## src/rtl/wb_arb_pkg.sv

```systemverilog
`default_nettype none
// ============================================================================
//  Module   : wb_arb_pkg
//  Purpose  : Shared types and defaults for the register-file write-port
//             arbiter: data/address widths, the buffered MDU result entry,
//             the arbiter state encoding and a register one-hot helper.
//  Revision : 1.0  initial release
// ============================================================================
package wb_arb_pkg;

    localparam int DATA_W = 32;
    localparam int ADDR_W = 5;

    // One buffered MDU result: destination register and value.
    typedef struct packed {
        logic [ADDR_W-1:0] addr;
        logic [DATA_W-1:0] data;
    } wb_entry_t;

    typedef enum logic [1:0] {
        IDLE  = 2'd0,
        DRAIN = 2'd1,
        FORCE = 2'd2
    } arb_state_t;

    // One-hot scoreboard mask for a register; $0 never has a bit.
    function automatic logic [31:0] reg_onehot(input logic [ADDR_W-1:0] a);
        reg_onehot = (a == '0) ? 32'd0 : (32'd1 << a);
    endfunction

endpackage
`default_nettype wire

```

## src/rtl/wb_port_arbiter_if.sv

```systemverilog
`default_nettype none
// ============================================================================
//  Module   : wb_port_arbiter_if
//  Purpose  : Bundles the pipeline writeback, MDU result, MDU issue and
//             register-file write-port signals of the write-port arbiter.
//  Modports : master - pipeline/MDU/regfile side (drives requests)
//             slave  - arbiter side (drives rf_*, stall, ready, scoreboard)
//  Revision : 1.0  initial release
// ============================================================================
interface wb_port_arbiter_if
    import wb_arb_pkg::*;
#(
    parameter int DATA_W     = wb_arb_pkg::DATA_W,
    parameter int ADDR_W     = wb_arb_pkg::ADDR_W,
    parameter int FIFO_DEPTH = 2,
    localparam int CNT_W     = $clog2(FIFO_DEPTH) + 1
);

    // Pipeline writeback request
    logic              wb_we;
    logic [ADDR_W-1:0] wb_addr;
    logic [DATA_W-1:0] wb_data;
    // MDU result handshake
    logic              mdu_valid;
    logic              mdu_ready;
    logic [ADDR_W-1:0] mdu_addr;
    logic [DATA_W-1:0] mdu_data;
    // MDU issue (marks destination pending)
    logic              issue_valid;
    logic [ADDR_W-1:0] issue_addr;
    // Register-file write port WE3/A3/WD3
    logic              rf_we;
    logic [ADDR_W-1:0] rf_addr;
    logic [DATA_W-1:0] rf_wd;
    // Status
    logic              pipe_stall;
    logic [31:0]       pending;
    logic [CNT_W-1:0]  fifo_count;

    modport master (
        output wb_we, wb_addr, wb_data,
        output mdu_valid, mdu_addr, mdu_data,
        output issue_valid, issue_addr,
        input  mdu_ready, rf_we, rf_addr, rf_wd,
        input  pipe_stall, pending, fifo_count
    );

    modport slave (
        input  wb_we, wb_addr, wb_data,
        input  mdu_valid, mdu_addr, mdu_data,
        input  issue_valid, issue_addr,
        output mdu_ready, rf_we, rf_addr, rf_wd,
        output pipe_stall, pending, fifo_count
    );

endinterface
`default_nettype wire

```

## src/rtl/wb_fifo.sv

```systemverilog
`default_nettype none
// ============================================================================
//  Module   : wb_fifo
//  Purpose  : Synchronous FIFO of wb_entry_t used to buffer MDU results.
//  Ports    : clk, reset (async, active-high)
//             push_i/push_entry_i - write an entry (ignored when full)
//             pop_i               - drop the head (ignored when empty)
//             head_o              - current head entry
//             full_o/empty_o/count_o - occupancy status
//  Revision : 1.0  initial release
// ============================================================================
module wb_fifo
    import wb_arb_pkg::*;
#(
    parameter int DEPTH  = 2,
    localparam int PTR_W = $clog2(DEPTH),
    localparam int CNT_W = $clog2(DEPTH) + 1
) (
    input  logic             clk,
    input  logic             reset,
    input  logic             push_i,
    input  wb_entry_t        push_entry_i,
    input  logic             pop_i,
    output wb_entry_t        head_o,
    output logic             full_o,
    output logic             empty_o,
    output logic [CNT_W-1:0] count_o
);

    wb_entry_t        mem_q [DEPTH];
    logic [PTR_W-1:0] wr_ptr_q;
    logic [PTR_W-1:0] rd_ptr_q;
    logic [CNT_W-1:0] count_q;

    logic w_do_push;
    logic w_do_pop;

    assign full_o    = (count_q == CNT_W'(DEPTH));
    assign empty_o   = (count_q == '0);
    assign count_o   = count_q;
    assign head_o    = mem_q[rd_ptr_q];
    assign w_do_push = push_i && !full_o;
    assign w_do_pop  = pop_i && !empty_o;

    // DEPTH is a power of two, so pointers wrap naturally.
    always_ff @(posedge clk or posedge reset) begin
        if (reset) begin
            wr_ptr_q <= '0;
            rd_ptr_q <= '0;
            count_q  <= '0;
        end else begin
            if (w_do_push) begin
                wr_ptr_q <= wr_ptr_q + PTR_W'(1);
            end
            if (w_do_pop) begin
                rd_ptr_q <= rd_ptr_q + PTR_W'(1);
            end
            count_q <= count_q + CNT_W'(w_do_push) - CNT_W'(w_do_pop);
        end
    end

    // Storage needs no reset: occupancy alone decides what is valid.
    always_ff @(posedge clk) begin
        if (w_do_push) begin
            mem_q[wr_ptr_q] <= push_entry_i;
        end
    end

endmodule
`default_nettype wire

```

## src/rtl/wb_port_arbiter.sv

```systemverilog
`default_nettype none
// ============================================================================
//  Module   : wb_port_arbiter
//  Purpose  : Shares the register file's single write port between the
//             pipeline writeback stage and buffered MDU results. MDU results
//             use idle port cycles; a bounded-age rule stalls the pipeline
//             writeback so the FIFO head cannot starve. A scoreboard flags
//             registers whose MDU result is still outstanding.
//  Ports    : clk, reset (async, active-high)
//             bus (slave) - wb_*, mdu_*, issue_* in;
//                           rf_we/rf_addr/rf_wd, pipe_stall, mdu_ready,
//                           pending, fifo_count out
//  Revision : 1.0  initial release
// ============================================================================
module wb_port_arbiter
    import wb_arb_pkg::*;
#(
    parameter int DATA_W       = wb_arb_pkg::DATA_W,
    parameter int ADDR_W       = wb_arb_pkg::ADDR_W,
    parameter int FIFO_DEPTH   = 2,
    parameter int STARVE_LIMIT = 4
) (
    input  logic            clk,
    input  logic            reset,
    wb_port_arbiter_if.slave bus
);

    localparam int CNT_W = $clog2(FIFO_DEPTH) + 1;
    localparam int AGE_W = $clog2(STARVE_LIMIT + 1);

    arb_state_t       state_q, state_d;
    logic [AGE_W-1:0] age_q, age_d;
    logic [31:0]      pending_q, pending_d;

    wb_entry_t         w_push_entry;
    wb_entry_t         w_head;
    logic [ADDR_W-1:0] w_head_addr;
    logic [DATA_W-1:0] w_head_data;
    logic              w_fifo_full;
    logic              w_fifo_empty;
    logic [CNT_W-1:0]  w_fifo_count;
    logic [CNT_W-1:0]  w_count_next;
    logic              w_pipe_req;
    logic              w_force;
    logic              w_push;
    logic              w_grant_fifo;
    logic              w_grant_pipe;
    logic [AGE_W-1:0]  w_age_inc;

    // ------------------------------------------------------------------
    // MDU result buffer
    // ------------------------------------------------------------------
    assign bus.mdu_ready = !w_fifo_full && !reset;
    // $0 results are acknowledged but dropped: they would never be written.
    assign w_push        = bus.mdu_valid && bus.mdu_ready && (bus.mdu_addr != '0);

    assign w_push_entry.addr = bus.mdu_addr;
    assign w_push_entry.data = bus.mdu_data;

    wb_fifo #(
        .DEPTH (FIFO_DEPTH)
    ) u_fifo (
        .clk          (clk),
        .reset        (reset),
        .push_i       (w_push),
        .push_entry_i (w_push_entry),
        .pop_i        (w_grant_fifo),
        .head_o       (w_head),
        .full_o       (w_fifo_full),
        .empty_o      (w_fifo_empty),
        .count_o      (w_fifo_count)
    );

    assign w_head_addr     = w_head.addr;
    assign w_head_data     = w_head.data;
    assign bus.fifo_count  = w_fifo_count;

    // ------------------------------------------------------------------
    // Grant: forced head > live pipeline write > waiting head
    // ------------------------------------------------------------------
    assign w_force        = (state_q == FORCE);
    assign bus.pipe_stall = w_force;
    // A $0 pipeline write leaves the slot free for the FIFO.
    assign w_pipe_req     = bus.wb_we && (bus.wb_addr != '0);
    assign w_grant_fifo   = !reset && !w_fifo_empty && (w_force || !w_pipe_req);
    assign w_grant_pipe   = !reset && !w_force && w_pipe_req;

    always_comb begin
        bus.rf_we   = 1'b0;
        bus.rf_addr = '0;
        bus.rf_wd   = '0;
        if (w_grant_fifo) begin
            bus.rf_we   = 1'b1;
            bus.rf_addr = w_head_addr;
            bus.rf_wd   = w_head_data;
        end else if (w_grant_pipe) begin
            bus.rf_we   = 1'b1;
            bus.rf_addr = bus.wb_addr;
            bus.rf_wd   = bus.wb_data;
        end
    end

    // ------------------------------------------------------------------
    // Head-age FSM
    // ------------------------------------------------------------------
    assign w_count_next = w_fifo_count + CNT_W'(w_push) - CNT_W'(w_grant_fifo);
    assign w_age_inc    = age_q + AGE_W'(1);

    always_comb begin
        state_d = state_q;
        age_d   = age_q;
        case (state_q)
            IDLE: begin
                age_d = '0;
                if (w_push) begin
                    state_d = DRAIN;
                end
            end
            DRAIN: begin
                if (w_grant_fifo) begin
                    age_d   = '0;
                    state_d = (w_count_next != '0) ? DRAIN : IDLE;
                end else begin
                    age_d = w_age_inc;
                    if (w_age_inc >= AGE_W'(STARVE_LIMIT)) begin
                        state_d = FORCE;
                    end
                end
            end
            FORCE: begin
                // Head is written this cycle; the next head starts fresh.
                age_d   = '0;
                state_d = (w_count_next != '0) ? DRAIN : IDLE;
            end
            default: begin
                age_d   = '0;
                state_d = IDLE;
            end
        endcase
    end

    // ------------------------------------------------------------------
    // Scoreboard: set wins over a same-cycle clear of the same register
    // ------------------------------------------------------------------
    always_comb begin
        pending_d = pending_q;
        if (w_grant_fifo) begin
            pending_d = pending_d & ~reg_onehot(w_head_addr);
        end
        if (bus.issue_valid) begin
            pending_d = pending_d | reg_onehot(bus.issue_addr);
        end
        pending_d[0] = 1'b0;
    end

    assign bus.pending = pending_q;

    always_ff @(posedge clk or posedge reset) begin
        if (reset) begin
            state_q   <= IDLE;
            age_q     <= '0;
            pending_q <= '0;
        end else begin
            state_q   <= state_d;
            age_q     <= age_d;
            pending_q <= pending_d;
        end
    end

endmodule
`default_nettype wire
```

## src/flat_wrapper.sv

```systemverilog
// flat-port wrapper written by rule: the top's interface ports become plain ports
module wb_port_arbiter_flat import wb_arb_pkg::*;
#(
    parameter int DATA_W       = wb_arb_pkg::DATA_W,
    parameter int ADDR_W       = wb_arb_pkg::ADDR_W,
    parameter int FIFO_DEPTH   = 2,
    parameter int STARVE_LIMIT = 4
)
  (clk, reset, bus_wb_we, bus_wb_addr, bus_wb_data, bus_mdu_valid, bus_mdu_addr, bus_mdu_data, bus_issue_valid, bus_issue_addr, bus_mdu_ready, bus_rf_we, bus_rf_addr, bus_rf_wd, bus_pipe_stall, bus_pending, bus_fifo_count);
  wb_port_arbiter_if #(.DATA_W(DATA_W), .ADDR_W(ADDR_W), .FIFO_DEPTH(FIFO_DEPTH)) bus_i ();
  input  logic clk;
  input  logic reset;
  input wire logic [$bits(bus_i.wb_we)-1:0] bus_wb_we;
  input wire logic [$bits(bus_i.wb_addr)-1:0] bus_wb_addr;
  input wire logic [$bits(bus_i.wb_data)-1:0] bus_wb_data;
  input wire logic [$bits(bus_i.mdu_valid)-1:0] bus_mdu_valid;
  input wire logic [$bits(bus_i.mdu_addr)-1:0] bus_mdu_addr;
  input wire logic [$bits(bus_i.mdu_data)-1:0] bus_mdu_data;
  input wire logic [$bits(bus_i.issue_valid)-1:0] bus_issue_valid;
  input wire logic [$bits(bus_i.issue_addr)-1:0] bus_issue_addr;
  output wire logic [$bits(bus_i.mdu_ready)-1:0] bus_mdu_ready;
  output wire logic [$bits(bus_i.rf_we)-1:0] bus_rf_we;
  output wire logic [$bits(bus_i.rf_addr)-1:0] bus_rf_addr;
  output wire logic [$bits(bus_i.rf_wd)-1:0] bus_rf_wd;
  output wire logic [$bits(bus_i.pipe_stall)-1:0] bus_pipe_stall;
  output wire logic [$bits(bus_i.pending)-1:0] bus_pending;
  output wire logic [$bits(bus_i.fifo_count)-1:0] bus_fifo_count;
  assign bus_i.wb_we = bus_wb_we;
  assign bus_i.wb_addr = bus_wb_addr;
  assign bus_i.wb_data = bus_wb_data;
  assign bus_i.mdu_valid = bus_mdu_valid;
  assign bus_i.mdu_addr = bus_mdu_addr;
  assign bus_i.mdu_data = bus_mdu_data;
  assign bus_i.issue_valid = bus_issue_valid;
  assign bus_i.issue_addr = bus_issue_addr;
  assign bus_mdu_ready = bus_i.mdu_ready;
  assign bus_rf_we = bus_i.rf_we;
  assign bus_rf_addr = bus_i.rf_addr;
  assign bus_rf_wd = bus_i.rf_wd;
  assign bus_pipe_stall = bus_i.pipe_stall;
  assign bus_pending = bus_i.pending;
  assign bus_fifo_count = bus_i.fifo_count;
  wb_port_arbiter #(.DATA_W(DATA_W), .ADDR_W(ADDR_W), .FIFO_DEPTH(FIFO_DEPTH), .STARVE_LIMIT(STARVE_LIMIT)) u_core (.clk(clk), .reset(reset), .bus(bus_i));
endmodule
```

## config.mk

```make
export PLATFORM = sky130hd
export DESIGN_NAME = wb_port_arbiter_flat
export DESIGN_NICKNAME = d
export VERILOG_FILES = /design/src/rtl/wb_arb_pkg.sv /design/src/rtl/wb_port_arbiter_if.sv /design/src/rtl/wb_fifo.sv /design/src/rtl/wb_port_arbiter.sv /design/src/flat_wrapper.sv
export SDC_FILE = /design/constraint.sdc
export NUM_CORES = 1
export LEC_CHECK = 0
export ABC_AREA = 1
export CORE_UTILIZATION = 53
export CTS_BUF_LIST = sky130_fd_sc_hd__clkbuf_4
export CTS_CLUSTER_DIAMETER = 30
export DETAILED_ROUTE_END_ITERATION = 16
export PLACE_DENSITY = 0.95
export SLEW_MARGIN = 20
export SYNTH_ARGS = -nofsm -noshare
export SYNTH_HDL_FRONTEND = slang
export SYNTH_SLANG_ARGS = --single-unit
```

## constraint.sdc

```tcl
create_clock -name clk -period 7.37 [get_ports clk]
set_input_delay 0.737 -clock clk [delete_from_list [all_inputs] [get_ports clk]]
set_output_delay 0.737 -clock clk [all_outputs]
set_load 0.02 [all_outputs]
```

Word-level counts from Yosys, hierarchy flattened
Memories as Yosys holds them, arrays and structs flattened.
Index checks and enable logic that the tools add are counted.

word-level totals
  register bits = 40
  bits in latches = 0
  memory bits (writable) = 74
  ROM bits = 0
  output and inout bits = 74
  word-level logic and storage cells = 68
  memories kept = 1

memories
  memory               depth  width  rd ports  clocked after memory_dff  write ports  RTL line       source
  u_core.u_fifo.mem_q  2      37     1         0                         1            wb_fifo.sv:30  wb_entry_t mem_q [DEPTH];

cells by class
  $add $sub $neg = 7
  multipliers = 0
  divide/modulo/power cells = 0
  $lt $le $gt $ge = 1
  equality and inequality tests = 5
  shift operators = 2
  mux-type cells = 19
  bitwise logic cells = 3
  reductions and logical operators = 24

operators with widths
  cell                    number
  $mux W32                6
  $shl A1 B5 Y32 const A  2
  $and A32 B32 Y32        1
  $not A32 Y32            1
  $or A32 B32 Y32         1
  $logic_and A1 B1 Y1     10
  $logic_not A5 Y1        2
  $mux W5                 2
  $reduce_bool A5 Y1      2
  $mux W2                 3
  $mux W3                 2
  $pmux W2 S3             1
  $logic_not A1 Y1        5
  $mux W1                 5
  $add A2 B1 Y2           2
  $eq A2 B2 Y1 const B    2
  $logic_not A2 Y1        2
  $sub A2 B1 Y2           2
  $add A3 B1 Y3 const B   1
  $ge A3 B3 Y1 const B    1
  $ne A3 B2 Y1 const B    1
  $add A1 B1 Y1 const B   2
  $eq A2 B1 Y1 const B    1
  $ne A2 B2 Y1 const B    1
  other kinds (3)         3

Longest topological paths before layout
  word-level depth = 11
  gate-level depth with buffers = 14
  gate-level depth less buffers = 14

By module
From an unflattened synthesis, not the netlist that was laid out.

unflattened totals
  cells, all modules = 618
  area, all modules = 5534.1 µm²

modules (own cells, without submodules)
  module           times used  cells an instance  area an instance (µm²)  sequential area each (µm²)
  wb_fifo          1           228                2946.6                  2322.2
  wb_port_arbiter  1           390                2587.5                  900.9

Least setup slack after synthesis
No wires, ideal clock.

  path type = in2out
  start = input reset
  end = output bus_rf_wd[22]
  data arrival time = 2570 ps
  required time = 6633 ps
  setup slack = 4063 ps
  stages on the path = 4
  buffers on the path = 1
  path through = inv_1 -> clkbuf_1 -> nand3_1 -> nand2_1

on the way
  cells in the longest elaborated chain, start to end = 5
  elaborated cells between the ends (all ways) = 7
  those cells by class = mux: 2; reduce/logical: 5

RTL lines
  what                              RTL line                                      source
  from (decl)                       flat_wrapper.sv:12                            input logic reset;
  $logic_not A1 Y1 (*)              wb_port_arbiter.sv:85, wb_port_arbiter.sv:86
  $logic_and A1 B1 Y1 (2 in a row)  wb_port_arbiter.sv:86                         assign w_grant_pipe = !reset && !w_force && w_pipe_req;
  $mux W32                          wb_port_arbiter.sv:96                         end else if (w_grant_pipe) begin
  $mux W32 (*)                      wb_port_arbiter.sv:92                         if (w_grant_fifo) begin
  to (decl)                         flat_wrapper.sv:24                            output wire logic [$bits(bus_i.rf_wd)-1:0] bus_rf_wd;

Mark *: on every way between the ends. The rest lies on a longest branch, timed or not.

Worst setup path in the final report
  start = register u_core.u_fifo.rd_ptr_q
  end = output bus_rf_addr[4]

on the way
  cells in the longest elaborated chain, start to end = 2

RTL lines
  what                    RTL line               source
  from (decl)             wb_fifo.sv:32          logic [PTR_W-1:0] rd_ptr_q;
  from (signal assigned)  wb_fifo.sv:56          rd_ptr_q <= rd_ptr_q + PTR_W'(1);
  $mem_v2 Z2 W37          n/a
  $mux W5                 wb_port_arbiter.sv:92
  to (decl)               flat_wrapper.sv:23     output wire logic [$bits(bus_i.rf_addr)-1:0] bus_rf_addr;

No other way between the ends.

==> results.yml <==
power_and_ir_drop:
  p_per_area_nw_per_um2: 344
  clockPowerShare_pct: 20.1
  power_frac_seq_pct: 36.9
  power_switching_w: 0.000998
  irDropWorstVdd_v: 0.000217
  power_w: 0.00250
  swShare_pct: 39.9
  combPwrFrac_pct: 43.1
  p_int_w: 0.00151
  p_leak_nw: 3.07
clock_tree:
  h-tree-depth: 4
  cts_hold_buf: 0
  numCtsBuffers: 17
  clk_pin_slew_ns: 0.12
  cts.sink_count: 114
  cts-resized-gates: 0
  ctsLongestPathBuffers: 2
  clkLatencyLatePin_ns: 0.51
  ctsRootBufferMaster: "clkbuf_4"
  cts_tree: "built"
  postCtsSetupBuffers: 0
cells_and_area:
  syn_to_final_growth_pct: 36.8
  nNetsFinal: 817
  antennaDiodeCount: 0
  layout-drive-gt1-share_pct: 7.02
  layout.cells.most_common: "nand2_1"
  layout_common_cells: "nand2_1 (240), clkdlybuf4s50_1 (156), edfxtp_1 (74)"
floorplan:
  rows: 36
  core-area_um2: 9770
  die_x_um: 102
  die_area_um2: 10500
  num_io_pins: 158
  die_h_um: 102
  initial_core_util_pct: 54.5
sta:
  fin_tns_setup_ns: 0
  tightest_slew_ns: 1.05
  clock.fmax_mhz: 248
  fin_crit_sh_pct: 54.7
  finalCriticalPeriod_ns: 4.03
  fin_worst_skew_ns: 0.0165
  setup_viol: 0
  maxSlewHeadroom_pct: 29.8
  rsz0062_at_grt: "false"
  fin_ws_ns: 3.34
  hold_violations: 0
  slew_viol_final: 0
min_path:
  min_path_type: "flop to flop"
  holdPathStages: 1
  min_delay_worst_endpoint: "u_core.age_q[0]"
  hold_start: "u_core.age_q[0]"
synth:
  synth_top_family_by_area: "simple AND/OR/NAND/NOR gates"
  ys_ff_latch: 114
  yosys_warnings: 0
  yosys.area_share.adder_pct: 1.17
  synth_area_um2: 5330
  syn_inst: 575
  synth_xor_area_share_pct: 1.15
  syn_avg_cell_area_um2: 9.27
  synth_mux_area_share_pct: 0
  synth-seq-area-share_pct: 60.5
  yosysUniqueCellTypes: 32
  synthSimpleGateAreaFrac_pct: 27.1
  syn_nets: 664
  synth_compound_area_share_pct: 5.33
setup_path:
  regToRegStartpoint: "u_core.u_fifo.rd_ptr_q"
  crit_required_ns: 6.63
  r2r_slack_ns: 4.90
  crit_type: "flop to primary output"
  reg2reg_depth: 7
  cp-end-kind: "primary output"
  cp_data_arrival_time_ns: 3.29
  r2r-end: "u_core.bus.pending[6]"
  startpoint_type: "flop"
  path_max_fanout: 42
routing:
  wire_per_inst_um: 16.4
  vias: 4817
  dr.pass1.iters: 5
  drtAntennaViolNets: 0
  via_per_inst: 5.51
  drc_errors: 0
  wl_mm: 14.3
  drt_iter0_markers: 319
placement:
  dpl_worst_slack_ns: 3.39
  hpwl_mm: 9.75
  gp_congestion: 0.983
  port_buffers: 156
global_routing:
  grt_max_degree: 53
  antenna_found_initial: 0
  grt_pass1_wl_mm: 22.5
  grt_pass1_vias: 4841
  grt.overflow.total: 0
  grt_util_all_layers_pct: 28.9
run:
  drv_cap: 0
status:
  status: "complete, no violations"
-- registers in the layout, indices dropped and copies added (netlist names) --
register                cells
u_core.u_fifo.rd_ptr_q      1
u_core.u_fifo.mem_q        74
u_core.bus.pending         31
u_core.u_fifo.count_o       2
u_core.age_q                3
u_core.u_fifo.wr_ptr_q      1
u_core.state_q              2
-- per-layer routing --
layer | wire (µm) | track usage (%)
met1 | 5240 | 32.2
met2 | 7300 | 50.5
met3 | 1300 | 8.00
met4 | 456 | 15.1
met5 | 0 | 0
-- worst max-delay path by stage --
stage                            from              to  slack [ns]
3_5_place_dp                    reset  bus_rf_addr[4]        3.39
4_1_cts        u_core.u_fifo.rd_ptr_q  bus_rf_addr[4]        3.32
3_3_place_gp                    reset  bus_rf_addr[4]        3.52
2_1_floorplan                   reset   bus_rf_wd[22]        4.06
5_1_grt        u_core.u_fifo.rd_ptr_q  bus_rf_addr[4]        3.15
6_report       u_core.u_fifo.rd_ptr_q  bus_rf_addr[4]        3.34
-- power groups by stage --
stage                     sequential, W  clock, W  combinational [W]
after floorplan                 0.00103         0           0.000511
after global placement         0.000924         0            0.00102
after detailed placement       0.000937         0            0.00106
after CTS                      0.000923  0.000505            0.00107
after global routing           0.000936  0.000531            0.00118
final                          0.000923  0.000503            0.00108
-- layout make-up --
cell class                      instances  area (µm²)
Clock buffer                           17         128
Clock inverter                         15         181
Fill cell                             618        2490
Inverter                               30         113
Multi-Input combinational cell        406        1870
Sequential cell                       114        3220
Tap cell                              133         166
Timing Repair Buffer                  159        1600
-- Yosys cell counts, drive strengths merged --
| cell | number | share of area, % |
|---|---|---|
| o21ai | 46 | 5.0 |
| xnor2 | 3 | 0.49 |
| ha | 5 | 1.2 |
| buf | 16 | 1.9 |
| clkbuf | 9 | 0.63 |
| nor2 | 29 | 2.1 |
| nor4 | 4 | 0.47 |
| xor2 | 4 | 0.66 |
| nand3 | 57 | 5.4 |
| edfxtp | 74 | 42 |
| nand3b | 2 | 0.52 |
| a21oi | 1 | 0.31 |
| clkinv | 1 | 0.070 |
| and2 | 1 | 0.12 |
| nand2 | 242 | 17 |
| nor3 | 3 | 0.28 |
| dfrtp | 40 | 19 |
| nand4 | 8 | 0.94 |
| inv | 29 | 2.0 |
| conb | 1 | 0.070 |
-- per-stage QoR --
step | cells | instance area, µm² | utilization (%) | hold slack, ns
global placement | 841 | 6950 | 71.1 | 0.420
finish | 874 | 7290 | 74.5 | 0.456
CTS | 873 | 7260 | 74.3 | 0.457
global route | 874 | 7290 | 74.5 | 0.480
floorplan | 575 | 5330 | - | 0.410
detailed placement | 841 | 6950 | 71.1 | 0.443
-- critical path: stages, from the launching register on --
cell and delay [ns]:
dfrtp_1 0.38, buf_4 0.27, inv_2 0.65, nand2_1 0.13, and2_1 0.20, nand3b_4 0.29, o21ai_0 0.17, clkdlybuf4s50_1 0.67
-- kinds of logic after synthesis --
family                     after synthesis
AOI/OAI and AO/OA                       47
xor gates and xnor gates                 7
adders and majority gates                5
buffers and inverters                   55
DFF                                    114
other                                    1
and+or+nand+nor                        346
(Power assumes the default switching activity.)
